File: config.mk
export PLATFORM = sky130hd
export DESIGN_NAME = regfile_sequencer
export DESIGN_NICKNAME = d
export VERILOG_FILES = /design/src/rtl/regfile_sequencer.sv
export SDC_FILE = /design/constraint.sdc
export NUM_CORES = 1
export LEC_CHECK = 0
export BUFFER_PORTS_ARGS = -buffer_cell sky130_fd_sc_hd__buf_4
export CORE_MARGIN = 4
export CORE_UTILIZATION = 50
export CTS_CLUSTER_DIAMETER = 150
export DETAILED_ROUTE_END_ITERATION = 6
export PLACE_DENSITY = 0.84
export RECOVER_POWER = 50
export SETUP_SLACK_MARGIN = 0.4
export SLEW_MARGIN = 5
export SYNTH_ARGS = -nofsm -noshare
export SYNTH_HDL_FRONTEND = slang
export SYNTH_SLANG_ARGS = --single-unit
File: constraint.sdc
create_clock -name clk -period 7.7 [get_ports clk]
set_clock_uncertainty 0.2 [all_clocks]
set_input_delay 1.925 -clock clk [delete_from_list [all_inputs] [get_ports clk]]
set_output_delay 1.925 -clock clk [all_outputs]
set_load 0.01 [all_outputs]
File: src/rtl/regfile_sequencer.sv
// regfile_sequencer: multi-cycle R-type sequencer with register-file handshakes; define REGSEQ_SLT_EN to support slt (funct 0x2A)
module regfile_sequencer (
  input  logic        clk,
  input  logic        rst,
  input  logic        instr_valid,
  input  logic [31:0] instr,
  output logic        instr_ready,
  output logic        reg_rd_en,
  output logic        reg_wr_en,
  output logic [4:0]  rs,
  output logic [4:0]  rt,
  output logic [4:0]  wr_reg,
  output logic [31:0] wr_data,
  input  logic [31:0] dato_A,
  input  logic [31:0] dato_B,
  output logic        done,
  output logic        err,
  output logic [31:0] result
);
  localparam logic [2:0] IDLE = 3'd0, RD_REQ = 3'd1, RD_WAIT = 3'd2, EXEC = 3'd3, WR = 3'd4, DONE = 3'd5;
  logic [2:0]  state_q, state_d;
  logic [5:0]  op_q, fn_q;
  logic [4:0]  rs_q, rt_q, rd_q, wr_reg_q;
  logic [31:0] opa_q, opb_q, result_q, alu;
  logic        err_q, slt_ok, funct_ok, bad, do_wr;
  logic        unused_shamt;
  function automatic logic legal(input logic [4:0] i);
    return i == 5'd0 || (i >= 5'd8 && i <= 5'd13);
  endfunction
  assign unused_shamt = ^instr[10:6];
`ifdef REGSEQ_SLT_EN
  assign slt_ok = 1'b1;
`else
  assign slt_ok = 1'b0;
`endif
  // operation decode, ALU and error classification for the latched instruction
  always_comb begin
    funct_ok = fn_q == 6'h20 || fn_q == 6'h22 || fn_q == 6'h24 || fn_q == 6'h25 || (slt_ok && fn_q == 6'h2A);
    alu = fn_q == 6'h20 ? opa_q + opb_q :
          fn_q == 6'h22 ? opa_q - opb_q :
          fn_q == 6'h24 ? opa_q & opb_q :
          fn_q == 6'h25 ? opa_q | opb_q :
          (slt_ok && fn_q == 6'h2A) ? {31'd0, $signed(opa_q) < $signed(opb_q)} : 32'd0;
    bad = op_q != 6'd0 || !funct_ok || !legal(rs_q) || !legal(rt_q) || !legal(rd_q);
    do_wr = !bad && rd_q != 5'd0;
  end
  // next-state sequencing; a skipped write goes straight from EXEC to DONE
  always_comb begin
    state_d = state_q == IDLE    ? (instr_valid ? RD_REQ : IDLE) :
              state_q == RD_REQ  ? RD_WAIT :
              state_q == RD_WAIT ? EXEC :
              state_q == EXEC    ? (do_wr ? WR : DONE) :
              state_q == WR      ? DONE : IDLE;
  end
  // state, instruction latch, operand capture and result registers
  always_ff @(posedge clk) begin
    if (rst) begin
      state_q  <= IDLE;
      op_q     <= '0;
      fn_q     <= '0;
      rs_q     <= '0;
      rt_q     <= '0;
      rd_q     <= '0;
      opa_q    <= '0;
      opb_q    <= '0;
      result_q <= '0;
      err_q    <= 1'b0;
      wr_reg_q <= '0;
    end else begin
      state_q <= state_d;
      if (state_q == IDLE && instr_valid) begin
        op_q <= instr[31:26];
        rs_q <= instr[25:21];
        rt_q <= instr[20:16];
        rd_q <= instr[15:11];
        fn_q <= instr[5:0];
      end
      if (state_q == RD_WAIT) begin
        opa_q <= dato_A;
        opb_q <= dato_B;
      end
      if (state_q == EXEC) begin
        result_q <= alu;
        err_q    <= bad;
        wr_reg_q <= rd_q;
      end
    end
  end
  assign instr_ready = state_q == IDLE;
  assign reg_rd_en   = state_q == RD_REQ;
  assign reg_wr_en   = state_q == WR;
  assign done        = state_q == DONE;
  assign rs          = rs_q;
  assign rt          = rt_q;
  assign wr_reg      = wr_reg_q;
  assign wr_data     = result_q;
  assign result      = result_q;
  assign err         = err_q;
endmodule

# --- After elaboration in Yosys (flattened, before gate mapping) ---
# Index checks and enable logic that the tools add are counted.
op_classes:
  n_lt_le_gt_ge: 6
  n_eq_ne: 9
  n_reduce_logical: 26
  muxes: 11
  bitwise: 2
  add_sub_neg: 2
op_table:
  columns: ["op", "n"]
  rows:
  - ["32-bit two-way mux", 4]
  - ["32-bit adder", 1]
  - ["32-bit AND", 1]
  - ["32-bit bitwise OR", 1]
  - ["32-bit subtractor", 1]
  - ["6-bit == test, second input constant", 4]
  - ["5-bit by 4-bit greater-or-equal comparator with 1-bit output, second input constant", 3]
  - ["5-bit by 4-bit <= comparator with 1-bit output, second input constant", 3]
  - ["5-bit logical NOT", 3]
  - ["3-bit two-way mux", 5]
  - ["1-bit logical OR", 10]
  - ["3-bit by 2-bit == test with 1-bit output, second input constant", 2]
  - ["3-bit == test, second input constant", 2]
  - ["6-bit nonzero test", 1]
  - ["1-bit logical AND", 5]
  - ["1-bit logical NOT", 5]
  - ["5-bit nonzero test", 1]
  - ["3-bit by 1-bit == test with 1-bit output, second input constant", 1]
  - ["3-bit logical NOT", 1]
  - ["1-bit two-way mux", 2]
word_totals:
  output_inout_bits: 84
  register_bits: 132
  word_cells: 67

# --- Depth between registers and ports, before layout ---
# Gate-level depths: netlist of the first run.
logic_depth:
  depth_word: 16
  mapped_depth: 12
  depth_no_buf: 12

# --- Worst setup path after synthesis of the first run ---
# Ideal clock, no wire load.
synth_path:
  path_kind: "flip-flop to flip-flop"
  start: "register opb_q[0]"
  end: "register result_q[28], in the netlist result[28]"
  setup_ps: 133
  slack_ps: 4594
  required_time_ps: 7367
  arrival_ps: 2773
  stages_incl_launch_ff: 13
  path_cell_list: "dfxtp_1 ha_1 inv_1 fa_1 nand2b_1 a21oi_1 o21ai_1 a2111o_1 a211oi_1 o221ai_1 xnor2_1 a221oi_1 nor3_1"
synth_via:
  elab_chain_len: 3
synth_lines:
  columns: ["item", "line", "source"]
  rows:
  - ["start, declared", "24", "logic [31:0] opa_q, opb_q, result_q, alu;"]
  - ["start signal, assigned", "80", "opb_q <= dato_B;"]
  - ["32-bit subtractor", "40", "fn_q == 6'h22 ? opa_q - opb_q :"]
  - ["32-bit two-way mux", "40", null]
  - ["32-bit two-way mux (*)", "39", "alu = fn_q == 6'h20 ? opa_q + opb_q :"]
  - ["end signal, assigned", "83", "result_q <= alu;"]
  - ["end, declared", "24", null]
# Every way passes the cells marked *; elsewhere a longest branch is shown, timed or not.
# A chain may end at the register's enable or synchronous reset.

==> results of run 1 <==
## stage by stage
stage	util	worst slack [ps]	hold WS, ps
6_report	0.591	3030	256
4_1_cts	0.603	3700	259
3_5_place_dp	0.570	3730	250
2_1_floorplan	-	4590	236
3_3_place_gp	0.570	3740	243
5_1_grt	0.591	2690	279
## how the worst min path moves through the flow
| stage | start | cells after the start | to |
|---|---|---|---|
| 2_1_floorplan | op_q[2]$_SDFFE_PP0P_ | 2 | op_q[2]$_SDFFE_PP0P_ |
| 3_3_place_gp | op_q[3]$_SDFFE_PP0P_ | 2 | op_q[3]$_SDFFE_PP0P_ |
| 3_5_place_dp | op_q[3]$_SDFFE_PP0P_ | 2 | op_q[3]$_SDFFE_PP0P_ |
| 4_1_cts | op_q[3]$_SDFFE_PP0P_ | 2 | op_q[3]$_SDFFE_PP0P_ |
| 5_1_grt | wr_reg[1]$_SDFFE_PP0P_ | 2 | wr_reg[1]$_SDFFE_PP0P_ |
| 6_report | wr_reg[3]$_SDFFE_PP0P_ | 2 | wr_reg[3]$_SDFFE_PP0P_ |
## metal layers
| layer | GRT usage | vias to the layer above | wire [µm] |
|---|---|---|---|
| li1 | - | 4705 | - |
| met1 | 0.345 | 4416 | 12500 |
| met2 | 0.410 | 385 | 13000 |
| met3 | 0.0506 | 49 | 2030 |
| met4 | 0.0762 | 0 | 596 |
| met5 | 0 | - | 0 |
## final cells by class
class / instances / area [µm²] / area share
Clock buffer: 17 / 425 / 0.0384
Clock inverter: 15 / 194 / 0.0175
Inverter: 96 / 360 / 0.0325
Multi-Input combinational cell: 981 / 6000 / 0.542
Sequential cell: 132 / 2640 / 0.239
Tap cell: 234 / 293 / 0.0264
Timing Repair Buffer: 187 / 1160 / 0.105
## power by group
| group | leakage, nW | internal, W | switching [W] |
|---|---|---|---|
| clock | 0.299 | 0.000518 | 0.000342 |
| sequential | 1.07 | 0.000808 | 0.000116 |
| combinational | 2.99 | 0.000707 | 0.00118 |
## synth_stat cells (all sizes together) (22+ instances only)
library cell | number | share of area
a21oi | 180 | 0.095
dfxtp | 132 | 0.28
nor2 | 126 | 0.049
buf | 56 | 0.037
nand2 | 236 | 0.093
a221oi | 22 | 0.022
clkbuf | 60 | 0.024
ha | 95 | 0.12
o21ai | 42 | 0.022
a211oi | 29 | 0.023
nor3 | 39 | 0.020
inv | 96 | 0.038
## critical path, cell delays in order
cell       delay (ps)
clkbuf_1         1630
buf_4             850
nor2_1            160
nand2_1           110
o2bb2ai_1          70
## cells by family (layout without fill, tap and decap cells)
logic type,count (synthesis),in the layout
simple gates,488,488
compound gates,361,361
buf+inv,212,315
flops,132,132
fa+ha+maj,97,97
xor+xnor,26,26
mux,9,9
==> results.md, run 1 <==
- Post-Synth XOR/XNOR Area: 0.0238
- Fin Setup TNS: 0 ps
- Port bufs: 177
- Clk Latency, worst-skew pair: 430 ps
- Slew margin rel.: -0.572
- Die ar.: 21400 µm²
- CP endpoint kind: flop
- Drt pass-1 iters: 6
- Total wire length: 28.1 mm
- Clock sink count: 132
- Reg2reg end: result[28]$_SDFFE_PP0P_
- Synth-to-Final Area Change: 15.8%
- Worst-case reg-to-reg path depth: 12
- Sequential fraction of the synthesis area: 0.276
- Largest family of logic cells by synthesized area: compound AO/OA/AOI/OAI gates
- Finished Layout Cells: 1662
- Buffer count from post-CTS setup fixing: 0
- Initial antenna violation count: 0
- CTS tree: built
- Most frequent cells in the layout: 235 x nand2_1, 179 x a21oi_1, 131 x dfxtp_1, 126 x nor2_1, 123 x buf_4
- Via Count: 9555
- FFs w/ async S/R, synth: 0
- RSZ-0062 raised after global routing: false
- Adder-cell share of the synthesized area: 0.128
- F_max: 214 MHz
- Layout cell share with drive strength beyond 1: 0.127
- Final setup vio count: 0
- Max VDD drop: 0.000170 V
- Critical R2R Launch: opa_q[0]$_SDFFE_PP0P_
- Mapped Cells: 1325
- Worst setup SP type: input pin
- CP max FO: 78
- Syn. warnings: 0
- Synth Register Bits: 132
- CTS max path bufs: 2
- Status: complete, but fails checks
- Number of synthesized flops with an enable pin: 0
- Vias in the first global route: 8971
- Grt ovf: 0
- Compound-Gate Fraction of Synth Area: 0.242
- Post-synthesis net count: 1521
- Global placement routability congestion: 0.999
- Post-route ant nets: 0
- Slew Limit Fails: 56
- CTS buffer count: 17
- Die X-Extent: 146 µm
- Crit path kind: input pin to flop
- CP required: 7820 ps
- N_diodes: 0
- Avg Vias per Cell: 5.75
- Avg Cell Area, Syn: 7.22 µm²
- 1st-iter DRT viols: 906
- Worst slew pin tran: 2360 ps
- Post-synthesis cell area: 9570 µm²
- Layout Nets: 1611
- Mux share of post-synthesis cell area: 0.00967
- Worst-path clk slew: 60 ps
- Total I/O pin count: 183
- H-Tree Depth: 4
- CP startpoint: rst
- Tmin final: 4670 ps
- Fillcell total: 1820
- Root buffer cell: clkbuf_16
- Core Box Area: 18800 µm²
- Final Cycle Share: 0.607
- Hold buffers post-CTS: 0
- Top FF cell, synth: dfxtp_1
- Cells resized by post-CTS repair: 0
- Pwr Density: 332 nW/µm²
- Placed Area: 10700 µm²
- Num rows: 50
- Most common cell after layout, fill and taps aside: nand2_1
- Failing checks: max-capacitance violations, max-slew violations
- Tot Pwr: 0.00368 W
- Reg2Reg Setup Slack: 3590 ps
- Tot GR Track Use: 0.254
- Largest net degree at the start of global routing: 79
- Design area: 11100 µm²
- Leakage: 4.36 nW
- Global-route wire length before repair: 45.1 mm
- # DRC: 0
- Final Hold Fails: 0
- Maxcap violations: 1
- Critical path endpoint: result[30]$_SDFFE_PP0P_
- Placed insts: 1630
- Die Y: 146 µm
- Dpl hpwl: 20.0 mm
- DR WL/cell: 16.9 µm
- Initial Utilization: 0.510
- Netlist cell types: 76
- Worst Path Arrival: 4790 ps
- Post-Synth Simple-Gate Area: 0.222
- Worst min path class: flop to flop
(Power assumes the default switching activity.)
==> run 2, diff against run 1 <==
==> constraint.sdc (replaced) <==
create_clock -name clk -period 4.8 [get_ports clk]
set_clock_uncertainty 0.2 [all_clocks]
set_input_delay 1.2 -clock clk [delete_from_list [all_inputs] [get_ports clk]]
set_output_delay 1.2 -clock clk [all_outputs]
set_load 0.01 [all_outputs]
==> run 2 against run 1 <==
The flow still finishes with violations (max-capacitance violations, max-slew violations). Register-to-register slack lost 2900 ps. Core utilization rose by 0.19 points. Non-clock buffer count up 1. Clock power rose by 49%. Cell area grew 0.33%. Worst hold slack about the same. Setup slack lost 2300 ps. Clock-buffer cell count is the same. Routed wire length is 0.83% higher.
==> results.md, run 2 (synthesis gave the netlist of run 1 again) <==
- Status: complete, but fails checks
- Failing checks: max-capacitance violations, max-slew violations
- Layout cell share with drive strength beyond 1: 0.140 (+0.0133)
- Total wire length: 28.4 mm (+0.83%)
- Setup WS post-layout: 719 ps (-2310 ps)
- Grt ovf: 0 (unchanged)
- Int Power: 0.00322 W (+58%)
- Num rows: 50 (unchanged)
- Pwr Density: 524 nW/µm² (+58%)
- Top Metal Used: met4
- Worst setup SP type: flop
- Metal3 WL: 1.94 mm (-4.6%)
- Crit path kind: flop to flop
- Sw Share: 0.448 (+0.00117)
- CTS max path bufs: 2 (unchanged)
- RSZ-0062 raised after global routing: false
- Most common cell after layout, fill and taps aside: nand2_1
- Slew Limit Fails: 95 (+70%)
- Clock sink count: 132 (unchanged)
- Initial Utilization: 0.510 (unchanged)
- Net Sw Power: 0.00261 W (+59%)
- DP Worst Slack: 929 ps (-2800 ps)
- Global placement routability congestion: 0.938 (-6.2%)
- CP required: 4820 ps (-3000 ps)
- Fin Setup TNS: 0 ps (unchanged)
- Comb pwr share: 0.525 (+0.010)
- Tmin final: 4080 ps
- Maxcap violations: 1 (unchanged)
- Worst-path clk slew: 60 ps (about the same)
- Slew margin rel.: -0.305 (+0.267)
- Clk network pwr share: 0.220 (-0.014)
- Die ar.: 21400 µm² (unchanged)
- Avg Vias per Cell: 5.76 (+0.17%)
- CP startpoint: opa_q[5]$_SDFFE_PP0P_
- Design area: 11100 µm² (+0.33%)
- F_max: 245 MHz
- Core Box Area: 18800 µm² (unchanged)
- Final setup vio count: 0 (unchanged)
- Finished Layout Cells: 1662 (unchanged)
- Most frequent cells in the layout: 235 x nand2_1, 179 x a21oi_1, 142 x buf_4, 131 x dfxtp_1, 126 x nor2_1
- Critical R2R Launch: opa_q[5]$_SDFFE_PP0P_
- Total I/O pin count: 183 (unchanged)
- Drt pass-1 iters: 6 (unchanged)
- CTS buffer count: 17 (unchanged)
- Hold buffers post-CTS: 0 (unchanged)
- Synth-to-Final Area Change: 16.2%
- Worst slew pin tran: 1960 ps (-400 ps)
- Dpl hpwl: 20.4 mm (+2.1%)
- Worst Path Arrival: 4100 ps (-690 ps)
- Cells resized by post-CTS repair: 0 (unchanged)
- Clk Latency, worst-skew pair: 430 ps (about the same)
- Final Hold Fails: 0 (unchanged)
- Min-delay src: wr_reg[1]$_SDFFE_PP0P_
- Vias in the first global route: 8979 (+0.089%)
- Leakage: 4.43 nW (+1.4%)
- Die X-Extent: 146 µm (unchanged)
- Largest net degree at the start of global routing: 95 (+20%)
- Final Cycle Share: 0.850
- Routed length on met2: 13.3 mm (+2.4%)
- CTS tree: built
- Port bufs: 177 (unchanged)
- H-Tree Depth: 4 (unchanged)
- Post-route ant nets: 0 (unchanged)
- Met1 Wirelength: 12.6 mm (+0.71%)
- Initial antenna violation count: 0 (unchanged)
- Max VDD drop: 0.000262 V (+55%)
- Layout Nets: 1612 (+0.062%)
- 1st-iter DRT viols: 775 (-14%)
- Placed insts: 1631 (+0.061%)
- Fillcell total: 1860 (+2.2%)
- Worst min path class: flop to flop
- DR WL/cell: 17.1 µm (+0.83%)
- # DRC: 0 (unchanged)
- N_diodes: 0 (unchanged)
- Placed Area: 10700 µm² (about the same)
- Root buffer cell: clkbuf_16
- Tot GR Track Use: 0.255 (+0.000750)
- Part of the power in registers: 0.255 (+0.004)
- Fin util: 0.593 (+0.00193)
- CP endpoint kind: flop
- CP max FO: 7 (-91%)
- Global-route wire length before repair: 45.3 mm (+0.46%)
- Die Y: 146 µm (unchanged)
- Buffer count from post-CTS setup fixing: 0 (unchanged)
- Via Count: 9571 (+0.17%)
[run 2: cell count changes in the layout (fill, tap and decap cells not counted), sizes merged]
cell / change
inv: -3
clkbuf: -18
bufinv: -1
clkinv: +2
buf: +19
clkinvlp: +1
[run 2: area by class of cell]
cell class | instances | area, µm² | share of cell area
clock inverter | 14 | 154 | 0.0138
sequential | 132 | 2640 | 0.238
timing repair buffer | 188 | 1240 | 0.111
inverter | 96 | 360 | 0.0324
clock buffer | 17 | 425 | 0.0383
tap | 234 | 293 | 0.0263
multi-input combinational | 981 | 6000 | 0.540
[run 2: metrics by stage]
step           hold slack (ps)  total power (W)
2_1_floorplan              236          0.00375
5_1_grt                    281          0.00623
3_3_place_gp               242          0.00447
6_report                   256          0.00583
3_5_place_dp               249          0.00454
4_1_cts                    256          0.00584
[run 2: power groups by stage]
stage,combinational [W],sequential (W),clock [W]
6_report,0.00306,0.00149,0.00128
5_1_grt,0.00336,0.00152,0.00135
4_1_cts,0.00305,0.00148,0.00130
3_5_place_dp,0.00303,0.00151,0
3_3_place_gp,0.00298,0.00149,0
2_1_floorplan,0.00227,0.00147,0
[run 2: layer usage]
metal	global-route usage	up-vias
met5	0	-
met4	0.0729	0
met3	0.0509	39
met2	0.422	357
met1	0.338	4465
li1	-	4710
[run 2: final timing paths]
path	to	slack (ps)	cells past startpoint
worst min register to register	wr_reg[1]$_SDFFE_PP0P_	260	2
worst max register to register	result[24]$_SDFFE_PP0P_	720	11
worst max-delay path	result[24]$_SDFFE_PP0P_	720	11
worst min-delay path	wr_reg[1]$_SDFFE_PP0P_	260	2
[run 2: worst max-delay path, stage by stage, from the launching register on]
cell and delay, ps:
dfxtp_1 380, inv_1 60, ha_1 380, nor3b_1 210
or4_1 470, a211oi_1 460, o21ai_1 310, o211ai_1 480
a221oi_1 170, xor2_1 170, a222oi_1 440, a211oi_1 140
==> run 3, diff against run 2 <==
--- a/config.mk
+++ b/config.mk
@@ -5,12 +5,14 @@
 export SDC_FILE = /design/constraint.sdc
 export NUM_CORES = 1
 export LEC_CHECK = 0
+export ABC_AREA = 1
 export BUFFER_PORTS_ARGS = -buffer_cell sky130_fd_sc_hd__buf_4
 export CORE_MARGIN = 4
 export CORE_UTILIZATION = 50
 export CTS_CLUSTER_DIAMETER = 150
+export CTS_CLUSTER_SIZE = 24
 export DETAILED_ROUTE_END_ITERATION = 6
-export PLACE_DENSITY = 0.84
+export PLACE_DENSITY = 0.83
 export RECOVER_POWER = 50
 export SETUP_SLACK_MARGIN = 0.4
 export SLEW_MARGIN = 5
==> run 3 against run 2 <==
The run still ends with max-capacitance violations, max-slew violations left. Via count up 22%. Worst hold slack better by 8.5 ps. Synthesized cell count up 37%. Final cell count is 33% higher. First-iteration DRC count up 36%. Combinational power fell by 21%.
==> results.md, run 3 <==
- Status: complete, but fails checks
- Failing checks: max-capacitance violations, max-slew violations
- Worst min path class: flop to flop
- Layout Nets: 2106 (+31%)
- Post-synthesis cell area: 11000 µm² (+15%)
- Sequential fraction of the synthesis area: 0.240 (-0.0359)
- H-Tree Depth: 4 (unchanged)
- Total wire length: 35.9 mm (+27%)
- Tot GR Track Use: 0.289 (+0.0343)
- Num rows: 54 (+8.0%)
- Final setup vio count: 0 (unchanged)
- Post-synthesis net count: 2011 (+32%)
- Die X-Extent: 156 µm (+6.8%)
- Synth-to-Final Area Change: 13.0%
- Int Power: 0.00273 W (-15%)
- DP Worst Slack: 1760 ps (+832 ps)
- Top cell family by delay on the critical path: buffers and inverters
- Slowest-stage cell, CP: inv_1
- Maxcap violations: 1 (unchanged)
- Netlist cell types: 43 (-43%)
- Fin Setup TNS: 0 ps (unchanged)
- Worst-path clk slew: 60 ps (about the same)
- Share of the synthesized area in the top cell type: 0.240 (-0.0359)
- Buffer count from post-CTS setup fixing: 0 (unchanged)
- Clk Latency, worst-skew pair: 430 ps (about the same)
- Syn. warnings: 0 (unchanged)
- CP max FO: 52 (+45)
- Clk network pwr share: 0.269 (+0.049)
- Synth Register Bits: 132 (unchanged)
- Global-route wire length before repair: 56.3 mm (+24%)
- Global placement routability congestion: 0.993 (+5.9%)
- Net Sw Power: 0.00237 W (-9.2%)
- Placed insts: 2171 (+33%)
- Fin util: 0.572 (-0.0208)
- CTS max path bufs: 2 (unchanged)
- Drt pass-1 iters: 5 (-1)
- Slew Limit Fails: 66 (-31%)
- Die Y: 156 µm (+6.8%)
- CTS tree: built
- Max VDD drop: 0.000266 V (+1.4%)
- DR WL/cell: 16.3 µm (-4.5%)
- Leakage: 6.11 nW (+38%)
- FFs w/ async S/R, synth: 0 (unchanged)
- CP bufs+invs: 3 (+2)
- Final Hold Fails: 0 (unchanged)
- N_diodes: 0 (unchanged)
- Hold path cells: 2 (unchanged)
- Vias in the first global route: 11000 (+22%)
- RSZ-0062 raised after global routing: false
- Dpl hpwl: 27.9 mm (+37%)
- Min-delay src: op_q[0]$_SDFFE_PP0P_
- Mapped Cells: 1815 (+37%)
- CP required: 4820 ps (about the same)
- Top post-synthesis cells by count: 444 x nand2_1, 335 x inv_1, 164 x a21oi_1
- Most common cell after layout, fill and taps aside: nand2_1
- Sw Share: 0.465 (+0.0167)
- Most frequent cells in the layout: 444 x nand2_1, 335 x inv_1, 164 x a21oi_1, 146 x o21ai_0, 143 x nor2_1
- F_max: 269 MHz (+10%)
- Final Cycle Share: 0.773 (-0.0770)
- Fillcell total: 2244 (+21%)
- Die ar.: 24400 µm² (+14%)
- Pwr Density: 410 nW/µm² (-22%)
- Worst setup SP type: input pin
- Hold buffers post-CTS: 0 (unchanged)
- Crit-path max cell delay: 980 ps (+500 ps)
- Clock sink count: 132 (unchanged)
- Core Box Area: 21800 µm² (+16%)
- Initial Utilization: 0.506 (-0.00425)
- 1st-iter DRT viols: 1055 (+36%)
- Initial antenna violation count: 0 (unchanged)
- CP startpoint: rst
- Via Count: 11700 (+22%)
- Port bufs: 177 (unchanged)
- Slew margin rel.: -0.369 (-0.0648)
- Largest net degree at the start of global routing: 67 (-29%)
- Layout cell share with drive strength beyond 1: 0.0941 (-0.0459)
- Cells resized by post-CTS repair: 0 (unchanged)
- Number of synthesized flops with an enable pin: 0 (unchanged)
- Area leader, netlist: dfxtp_1
- Reg2reg end: opb_q[13]$_SDFFE_PP0P_
- CTS buffer count: 17 (unchanged)
- Total I/O pin count: 183 (unchanged)
- Worst slew pin tran: 2050 ps (+91.5 ps)
- Root buffer cell: clkbuf_16
- # DRC: 0 (unchanged)
- Avg Cell Area, Syn: 6.06 µm² (-16%)
- Comb pwr share: 0.472 (-0.053)
- Crit path kind: input pin to flop
- Avg Vias per Cell: 5.31 (-7.8%)
- Part of the power in registers: 0.260 (+0.005)
- Worst Path Arrival: 3740 ps (-360 ps)
- Worst-case reg-to-reg path depth: 5 (-6)
- Top FF cell, synth: dfxtp_1
- Tmin final: 3710 ps (-369 ps)
- Finished Layout Cells: 2203 (+33%)
- Critical R2R Launch: state_q[2]$_SDFF_PP0_
- Dominant cells by area after synthesis: dfxtp_1 24%, nand2_1 15%, inv_1 11%
- Grt ovf: 0 (unchanged)
- Hold endpoint: op_q[0]$_SDFFE_PP0P_
- Post-route ant nets: 0 (unchanged)
- Reg2Reg Setup Slack: 1370 ps (+650 ps)
- CP endpoint kind: flop
- CP Cell Sequence: clkbuf_1 -> inv_1 -> buf_4 -> o21ai_0 -> a21oi_1
- Count leader, synth: nand2_1
- Setup WS post-layout: 1090 ps (+369 ps)
## run 3: cell types whose count changed in the layout (fill, tap and decap cells not counted), moves of 18 or more
cell      before  now
nor3_1        38   13
xnor2_1       19    1
nand3_1       14   98
o21ai_0       35  146
a211oi_1      28    0
nand2_1      235  444
inv_1         95  335
a221oi_1      21    0
clkbuf_1      45   81
buf_4        142  104
## run 3: worst max path at each step
stage          slack, ps  cells past startpoint                      to
2_1_floorplan       2360                      6   opa_q[0]$_SDFFE_PP0P_
3_3_place_gp        1850                      5  opa_q[20]$_SDFFE_PP0P_
3_5_place_dp        1760                      5  opb_q[20]$_SDFFE_PP0P_
4_1_cts             1660                      2             instr_ready
5_1_grt              820                      5  opa_q[21]$_SDFFE_PP0P_
6_report            1090                      5  opa_q[26]$_SDFFE_PP0P_
## run 3: per-stage QoR
stage          hold slack, ps  area [µm²]  total power, W
2_1_floorplan             229       11000         0.00312
6_report                  265       12400         0.00510
5_1_grt                   284       12400         0.00549
3_3_place_gp              240       12100         0.00370
4_1_cts                   265       12800         0.00512
3_5_place_dp              257       12100         0.00375
## run 3: area by class of cell
class	instances	area, µm²	share of cell area
clock buffer	17	425	0.0342
clock inverter	15	188	0.0151
sequential	132	2640	0.212
timing repair buffer	185	1080	0.0872
inverter	341	1280	0.103
multi-input combinational	1233	6470	0.520
tap	280	350	0.0282
## run 3: layer usage
metal  part of all wire  vias to the layer above  global-route usage
met2               0.45                      441               0.464
li1                   -                     5851                   -
met5                  0                        -                   0
met1               0.45                     5358               0.396
met4              0.019                        0              0.0748
met3              0.087                       52              0.0608
## run 3: worst register-to-register path, stage by stage, from the launching register on
cell	delay, ps
dfxtp_1	440
inv_1	90
nand3_1	1480
buf_4	700
o21ai_0	220
a21oi_1	240
## run 3: power groups by stage
stage          clock (W)  sequential (W)  combinational, W
6_report         0.00137         0.00133           0.00241
3_5_place_dp           0         0.00135           0.00240
5_1_grt          0.00143         0.00134           0.00272
2_1_floorplan          0         0.00134           0.00178
3_3_place_gp           0         0.00134           0.00236
4_1_cts          0.00138         0.00133           0.00241
## run 3: kinds of logic (layout without fill, tap and decap cells)
kind of cell	Yosys count	count (layout)	synth area share
and+or+nand+nor	764	764	0.294
buffers and inverters	450	558	0.173
AOI/OAI and AO/OA	361	361	0.172
DFF	132	132	0.240
adders and majority gates	97	97	0.112
xor gates and xnor gates	11	11	0.00876
